--- config.mk ---
export PLATFORM = sky130hd
export DESIGN_NAME = symbol_encoder_swlw
export DESIGN_NICKNAME = d
export VERILOG_FILES = /design/src/rtl/symbol_encoder_swlw.sv
export SDC_FILE = /design/constraint.sdc
export NUM_CORES = 1
export LEC_CHECK = 0
export BUFFER_PORTS_ARGS = -buffer_cell sky130_fd_sc_hd__buf_2
export CAP_MARGIN = 5
export CORE_ASPECT_RATIO = 1.4
export CORE_UTILIZATION = 35
export CTS_BUF_LIST = sky130_fd_sc_hd__clkbuf_16
export CTS_CLUSTER_DIAMETER = 150
export DETAILED_ROUTE_END_ITERATION = 10
export GPL_ROUTABILITY_DRIVEN = 0
export PLACE_DENSITY = 0.58
export SLEW_MARGIN = 20
export SYNTH_ARGS = -nofsm -noshare
export SYNTH_HDL_FRONTEND = slang
export SYNTH_SLANG_ARGS = --single-unit
--- constraint.sdc ---
create_clock -name clk -period 7.8 [get_ports clk]
set_input_delay 0.78 -clock clk [delete_from_list [all_inputs] [get_ports clk]]
set_output_delay 0.78 -clock clk [all_outputs]
set_load 0.02 [all_outputs]
--- src/rtl/symbol_encoder_swlw.sv ---
// symbol_encoder_swlw: classifies up to two retiring sw/lw commits per cycle,
// encodes one 8-bit symbol per commit, buffers the symbols in a circular FIFO
// and drains one symbol per cycle with a run strobe into the swlw monitor.
// Optional feature macro: SWLW_ADDR_MATCH_EN builds the last-sw address
// register and comparator (symbol bit 2); without it bit 2 is always 0.
module symbol_encoder_swlw #(
  parameter int DEPTH  = 8,
  parameter int ADDR_W = 64,
  parameter int WINDOW = 4
) (
  input  logic                     clk,
  input  logic                     reset,
  input  logic [1:0]               commit_valid,
  input  logic [1:0]               commit_is_sw,
  input  logic [1:0]               commit_is_lw,
  input  logic [ADDR_W-1:0]        commit_addr0,
  input  logic [ADDR_W-1:0]        commit_addr1,
  input  logic                     flush,
  output logic                     run,
  output logic [7:0]               symbols,
  output logic                     overflow,
  output logic [$clog2(DEPTH):0]   level
);

  localparam int PTR_W = $clog2(DEPTH);
  localparam int CNT_W = PTR_W + 1;
  localparam logic [3:0] WIN4 = 4'(WINDOW);

  logic [7:0]       mem [DEPTH];
  logic [PTR_W-1:0] wr_ptr_reg, rd_ptr_reg;
  logic [CNT_W-1:0] count_reg;
  logic             run_reg, overflow_reg, mark_reg;
  logic [7:0]       symbols_reg;
  logic [3:0]       dist_reg, dist_next;
  logic             last_sw_valid_reg, sw_valid_next;

  logic [1:0] slot_sw, slot_lw, slot_other;
  logic [7:0] slot_sym [2];

`ifdef SWLW_ADDR_MATCH_EN
  logic [ADDR_W-1:0] last_sw_addr_reg, sw_addr_next;
  logic [ADDR_W-1:0] slot_addr [2];
  assign slot_addr[0] = commit_addr0;
  assign slot_addr[1] = commit_addr1;
`else
  logic unused_addr;
  assign unused_addr = ^{commit_addr0, commit_addr1};
`endif

  // Per-slot classification; sw wins when both sw and lw are flagged
  genvar gi;
  for (gi = 0; gi < 2; gi++) begin : g_decode
    assign slot_sw[gi]    = commit_valid[gi] & commit_is_sw[gi];
    assign slot_lw[gi]    = commit_valid[gi] & commit_is_lw[gi] & ~commit_is_sw[gi];
    assign slot_other[gi] = commit_valid[gi] & ~commit_is_sw[gi] & ~commit_is_lw[gi];
  end

  // Encode both slots in program order, chaining tracking state from slot 0 to slot 1
  always_comb begin
    dist_next     = dist_reg;
    sw_valid_next = last_sw_valid_reg;
`ifdef SWLW_ADDR_MATCH_EN
    sw_addr_next  = last_sw_addr_reg;
`endif
    for (int i = 0; i < 2; i++) begin
      slot_sym[i]    = 8'h00;
      slot_sym[i][0] = slot_sw[i];
      slot_sym[i][1] = slot_lw[i];
`ifdef SWLW_ADDR_MATCH_EN
      slot_sym[i][2] = slot_lw[i] & sw_valid_next & (slot_addr[i] == sw_addr_next);
`endif
      slot_sym[i][3] = slot_lw[i] & (dist_next < WIN4);
      slot_sym[i][4] = slot_other[i];
      slot_sym[i][5] = (i == 1);
      if (slot_sw[i]) begin
        dist_next     = 4'd0;
        sw_valid_next = 1'b1;
`ifdef SWLW_ADDR_MATCH_EN
        sw_addr_next  = slot_addr[i];
`endif
      end else if (commit_valid[i] && dist_next != 4'hF) begin
        dist_next = dist_next + 4'd1;
      end
    end
  end

  logic             pop, drop;
  logic [CNT_W-1:0] free_slots;
  logic [1:0]       n_valid, n_push;
  logic [7:0]       push_a, push_b;

  // Space check after this cycle's pop; the newest commits are the ones dropped
  always_comb begin
    pop        = (count_reg != '0);
    free_slots = CNT_W'(DEPTH) - count_reg + CNT_W'(pop);
    n_valid    = 2'(commit_valid[0]) + 2'(commit_valid[1]);
    if (free_slots >= CNT_W'(n_valid)) n_push = n_valid;
    else                               n_push = 2'(free_slots);
    drop   = (n_push != n_valid);
    push_a = commit_valid[0] ? slot_sym[0] : slot_sym[1];
    push_b = slot_sym[1];
    if (mark_reg) push_a[7] = 1'b1;
  end

  // Symbol storage: up to two writes per cycle at consecutive slots
  always_ff @(posedge clk) begin
    if (!flush) begin
      if (n_push != 2'd0) mem[wr_ptr_reg] <= push_a;
      if (n_push == 2'd2) mem[wr_ptr_reg + 1'b1] <= push_b;
    end
  end

`ifdef SWLW_ADDR_MATCH_EN
  // Last store address; only meaningful while last_sw_valid is set
  always_ff @(posedge clk) begin
    if (!flush) last_sw_addr_reg <= sw_addr_next;
  end
`endif

  // Pointers, occupancy, output register, tracking and overflow state
  always_ff @(posedge clk or posedge reset) begin
    if (reset) begin
      wr_ptr_reg        <= '0;
      rd_ptr_reg        <= '0;
      count_reg         <= '0;
      run_reg           <= 1'b0;
      symbols_reg       <= 8'h00;
      overflow_reg      <= 1'b0;
      mark_reg          <= 1'b0;
      dist_reg          <= 4'hF;
      last_sw_valid_reg <= 1'b0;
    end else if (flush) begin
      wr_ptr_reg        <= '0;
      rd_ptr_reg        <= '0;
      count_reg         <= '0;
      run_reg           <= 1'b0;
      symbols_reg       <= 8'h00;
      overflow_reg      <= 1'b0;
      mark_reg          <= 1'b0;
      dist_reg          <= 4'hF;
      last_sw_valid_reg <= 1'b0;
    end else begin
      wr_ptr_reg        <= wr_ptr_reg + PTR_W'(n_push);
      if (pop) rd_ptr_reg <= rd_ptr_reg + 1'b1;
      count_reg         <= count_reg + CNT_W'(n_push) - CNT_W'(pop);
      run_reg           <= pop;
      symbols_reg       <= pop ? mem[rd_ptr_reg] : 8'h00;
      dist_reg          <= dist_next;
      last_sw_valid_reg <= sw_valid_next;
      if (drop) begin
        overflow_reg <= 1'b1;
        mark_reg     <= 1'b1;
      end else if (n_push != 2'd0) begin
        mark_reg     <= 1'b0;
      end
    end
  end

  assign run      = run_reg;
  assign symbols  = symbols_reg;
  assign overflow = overflow_reg;
  assign level    = count_reg;

endmodule

Word level (Yosys, flattened, before mapping)
Memories as Yosys holds them, arrays and structs flattened. Index checks and enable logic that the tools add are counted.

Register bits after elaboration: 25. RAM bits: 56. Input bits: 137. Output and inout port bits: 14. Logic and storage cells: 75. Memories kept: 1.

$add $sub $neg: 10. Magnitude comparators: 3. Equal/unequal tests: 4. Muxes and demuxes: 26. Bitwise gates (word level): 16. Reductions and logical operators: 7.

Memory list: mem (depth 8, bits a word 7, rd ports 1, clocked after Yosys merged registers in 0, wr ports 2, RTL line 29) `logic [7:0] mem [DEPTH];`.

Operator list (count): 2-to-1 mux 4 bit (6); 2-to-1 mux 8 bit (2); 2-to-1 mux 1 bit (13); bitwise AND 1 bit (12); 2-to-1 mux 3 bit (3); adder 4 x 1 -> 4 bit (second input constant) (2); less-than comparator 4 x 3 -> 1 bit (second input constant) (2); != test 4 bit (second input constant) (2); adder 3 x 1 -> 3 bit (second input constant) (2); 2-to-1 mux 6 bit (1); nonzero test 2 bit (3); adder 4 x 1 -> 4 bit (1); adder 4 x 2 -> 4 bit (1); >= comparator 4 x 2 -> 1 bit (1); inverter 1 bit (4); nonzero test 4 bit (1); subtractor 4 x 1 -> 4 bit (1); subtractor 4 bit (first input constant) (1); adder 3 x 2 -> 3 bit (1); nonzero test 3 bit (1); adder 1 x 1 -> 2 bit (1); equality test 2 bit (second input constant) (1); logical AND 1 bit (2); 2-to-1 mux 2 bit (1); != test 2 bit (1).

Longest topological paths before layout
Depth in word-level cells: 9. Mapped depth: 16. Mapped depth without buffers: 15.

Least setup slack after synthesis
No wires, ideal clock.

Kind: input to register. Start: input commit_valid[0]. End: register count_reg[3] (netlist: level[3]). Setup time: 132 ps. Arrival: 3476 ps. Data required time: 7668 ps. Path slack: 4192 ps. Stages on the path: 13. Buffers on the path: 1. Path through: ha_1 -> ha_1 -> nand2b_4 -> a221oi_4 -> clkbuf_1 -> a21oi_1 -> a21oi_1 -> xnor2_1 -> ha_1 -> a21o_1 -> a21oi_1 -> xnor2_1 -> nor2_1.

Cells in the longest elaborated chain, start to end: 6.

Ends and longest elaborated chain: start: declaration (RTL line 13) `input logic [1:0] commit_valid,`; adder 1 x 1 -> 2 bit * (RTL line 96) `n_valid = 2'(commit_valid[0]) + 2'(commit_valid[1]);`; >= comparator 4 x 2 -> 1 bit (RTL line 97) `if (free_slots >= CNT_W'(n_valid)) n_push = n_valid;`; 2-to-1 mux 2 bit * (RTL line 97); adder 4 x 2 -> 4 bit * (RTL line 145) `count_reg <= count_reg + CNT_W'(n_push) - CNT_W'(pop);`; subtractor 4 x 1 -> 4 bit * (RTL line 145); 2-to-1 mux 4 bit * (RTL line 132) `end else if (flush) begin`; end signal: assignment (RTL line 145); end: declaration (RTL line 31) `logic [CNT_W-1:0] count_reg;`.

Every way passes the cells marked *; elsewhere a longest branch is shown, timed or not. A chain may end at the register's enable or synchronous reset.

Final worst setup path
Start: input commit_valid[0]. End: register count_reg[2] (netlist: level[2]).

Same word-level chain as after synthesis.

==> results.cfg <==
[setup_path]
critPathLaunch = commit_valid[0]
rr_startpoint = level[2]
critPathKind = in -> reg
cpPeakStageDelay_ns = 0.84
critPathCaptureType = flop
cp_common_cell = ha_1
crit_arrival_ns = 4.45
critPathBufInv = 1
crit_fanout = 28
start_kind = input port
crit_family = compound AO/OA/AOI/OAI gates
critical_path.cell_chain = buf_2 -> ha_1 -> ha_1 -> nand2b_4 -> a221oi_4 -> nand2_1 -> o21ai_0 -> o21ai_0 -> ha_1 -> fa_1 -> xnor2_1 -> nor2_1
crit_path_top_delay_cell = a221oi_4
worstPathRequired_ns = 8.01

[power]
clkPwrFrac_pct = 24.7
p_switching_mw = 0.6364
leakage_nw = 1.809
ir_worst_vdd_v = 0.0002022
p_int_mw = 0.9843
power.density_nw_per_um2 = 335.5
pwr-share-comb_pct = 39.3
p_sw_share_pct = 39.27
total_power_mw = 1.621
share_seq_of_total_power_pct = 35.9

[floorplan]
rows = 47
fp.dieW_um = 96.38
core_area_um2 = 12000
die_h_um = 134.1
ios = 151
dieArea_um2 = 12930
initial_core_util_pct = 36.38

[clocking]
numClockSinks = 71
holdBufCountCts = 0
path_clk_slew_ns = 0.06
htree_levels = 3
cts_buffers = 9
cts_buffer_depth = 2
cts_resized = 0
cts_tree = done
post_cts_buffers = 0
clock_latency_ns = 0.34
clock-root-buffer = clkbuf_16

[final_layout]
fin_nets = 582
largest_register_ffs = 48
antenna_cells = 0
final_cells = 582
final_area_um2 = 4831
final_util_pct = 40.27
fill_cells = 1222
drive_gt1_share_pct = 16.78
syn2layout_area_growth_pct = 10.69

[synthesis]
async_reset_ff_share_pct = 32.39
synth_area_per_cell_um2 = 10.37
ys_seq_area_share_pct = 42.66
yosysWarnings = 0
ys_types = 66
syn_inst = 421
ys.flop_type = edfxtp_1
syn_area_um2 = 4364
synth-edff-count = 32
ys_ff_latch = 71

[routing]
drc = 0
drt_iter0_drc = 186
vias = 3405
vias_per_cell = 5.851
drt_pass1_iterations = 7
wl_per_cell_um = 18.67
ant_nets = 0
wirelength_mm = 10.87

[timing]
period_minus_slack_ns = 4.241
fin_tns_setup_ns = 0
grt_setup_unrepaired = false
tightestPinTransition_ns = 1.036
finalSetupViolCount = 0
clock.fmax_ghz = 0.2358
hold_viol_final = 0
fin_crit_sh_pct = 54.37
hold_ws_ns = 0.4625
slew-limit-headroom_pct = 30.93
slew_violations = 0
finClkSkew_ns = 0.005451
fin_ws_ns = 3.559

[worst_hold_path]
worstHoldStart = mem[6][6]
hp-class = reg -> reg

[place]
place_area_um2 = 4542
dp_hpwl_mm = 8.113
port_buffers = 20
dp_slack_ns = 3.216
dpl.cell_count = 566

[global_routing]
grt_max_degree = 29
gr-total-overflow = 0
grt_pass1_wl_mm = 17.63
grt_antenna_before_repair = 0
grt_pass1_vias = 3341
track_usage_pct = 18.39

[run_status]
outcome = finished, final reports clean

[job]
maxCapViolations = 0
logic make-up (layout without fill, tap and decap cells):
group / Yosys count / count (layout) / share of synthesized area, %
other: 2 / 3 / 0.1721
xor gates and xnor gates: 9 / 9 / 1.806
muxes: 24 / 24 / 9.031
DFF: 71 / 71 / 42.66
adders and majority gates: 15 / 15 / 4.645
AOI/OAI and AO/OA: 120 / 120 / 20.41
and+or+nand+nor: 141 / 141 / 17.37
buffers and inverters: 39 / 52 / 3.899
per-layer routing:
layer  up-vias  global-route usage, %  wire [um]
li1       1651                      -          -
met3        17                  3.855        362
met4         0                  7.761        350
met2        58                  31.68       5598
met5         -                      0          0
met1      1679                  21.77       4555
cell usage after synthesis, drive strengths merged (10+ instances only):
| cell type | number | area [um^2] |
|---|---|---|
| dfxtp | 16 | 320.3 |
| clkbuf | 12 | 45.04 |
| a21boi | 14 | 105.1 |
| nor2 | 39 | 146.4 |
| o22ai | 26 | 176.4 |
| nand2 | 20 | 75.07 |
| o21ai | 29 | 145.1 |
| dfrtp | 19 | 475.5 |
| edfxtp | 32 | 960.9 |
| nor3 | 10 | 55.05 |
| nand3 | 22 | 110.1 |
| buf | 11 | 65.05 |
| inv | 16 | 60.06 |
| ha | 13 | 162.7 |
| mux4 | 12 | 270.3 |
| o211ai | 11 | 82.58 |
worst register-to-register path, delay by kind of cell (launching register included):
kind	cells	cell delay, ns
flops	1	0.46
buf+inv	1	0.10
simple gates	5	0.62
fa+ha+maj	4	1.17
compound gates	3	1.43
xor+xnor	1	0.15
power groups by stage:
stage / Sequential [mW] / Clock [mW] / Combinational, mW
2_1_floorplan: 0.560 / 0 / 0.507
3_3_place_gp: 0.586 / 0 / 0.621
3_5_place_dp: 0.591 / 0 / 0.636
4_1_cts: 0.584 / 0.405 / 0.641
5_1_grt: 0.599 / 0.422 / 0.708
6_report: 0.583 / 0.400 / 0.638
area by class of cell:
cell class	count	area, um^2	share of cell area, %
sequential	71	1862	38.54
inverter	16	60.06	1.243
clock buffer	9	225.2	4.662
multi-input combinational	312	2336	48.36
clock inverter	7	63.81	1.321
timing repair buffer	20	100.1	2.072
tap	147	183.9	3.807
final timing paths:
| path | endpoint | slack, ns | cells past startpoint |
|---|---|---|---|
| hold / removal | mem[6][6] | 0.46 | 2 |
| setup / recovery | level[2] | 3.56 | 12 |
| max in group asynchronous | wr_ptr_reg[1] | 6.57 | 2 |
| setup reg to reg | level[2] | 3.77 | 14 |
| min in group asynchronous | rd_ptr_reg[2] | 0.65 | 2 |
| hold reg to reg | mem[6][6] | 0.46 | 2 |
cell usage in the layout (no fill, tap or decap), types with 5 or more instances in the layout:
master / n
nor2b_1: 7
xnor2_1: 5
clkbuf_16: 9
o22ai_1: 25
edfxtp_1: 32
dfxtp_1: 16
nand2b_1: 7
nand3_1: 22
nand2_1: 20
nor2_1: 39
a21boi_1: 6
nand4_1: 9
mux2i_1: 9
a21boi_0: 8
o211ai_1: 11
and4_1: 9
o21ai_0: 27
ha_1: 13
mux4_2: 12
dfrtp_1: 19
a21oi_1: 7
nor3_1: 9
inv_1: 16
buf_2: 20
o221ai_1: 9
No activity file was read; power rests on OpenSTA's default activity.
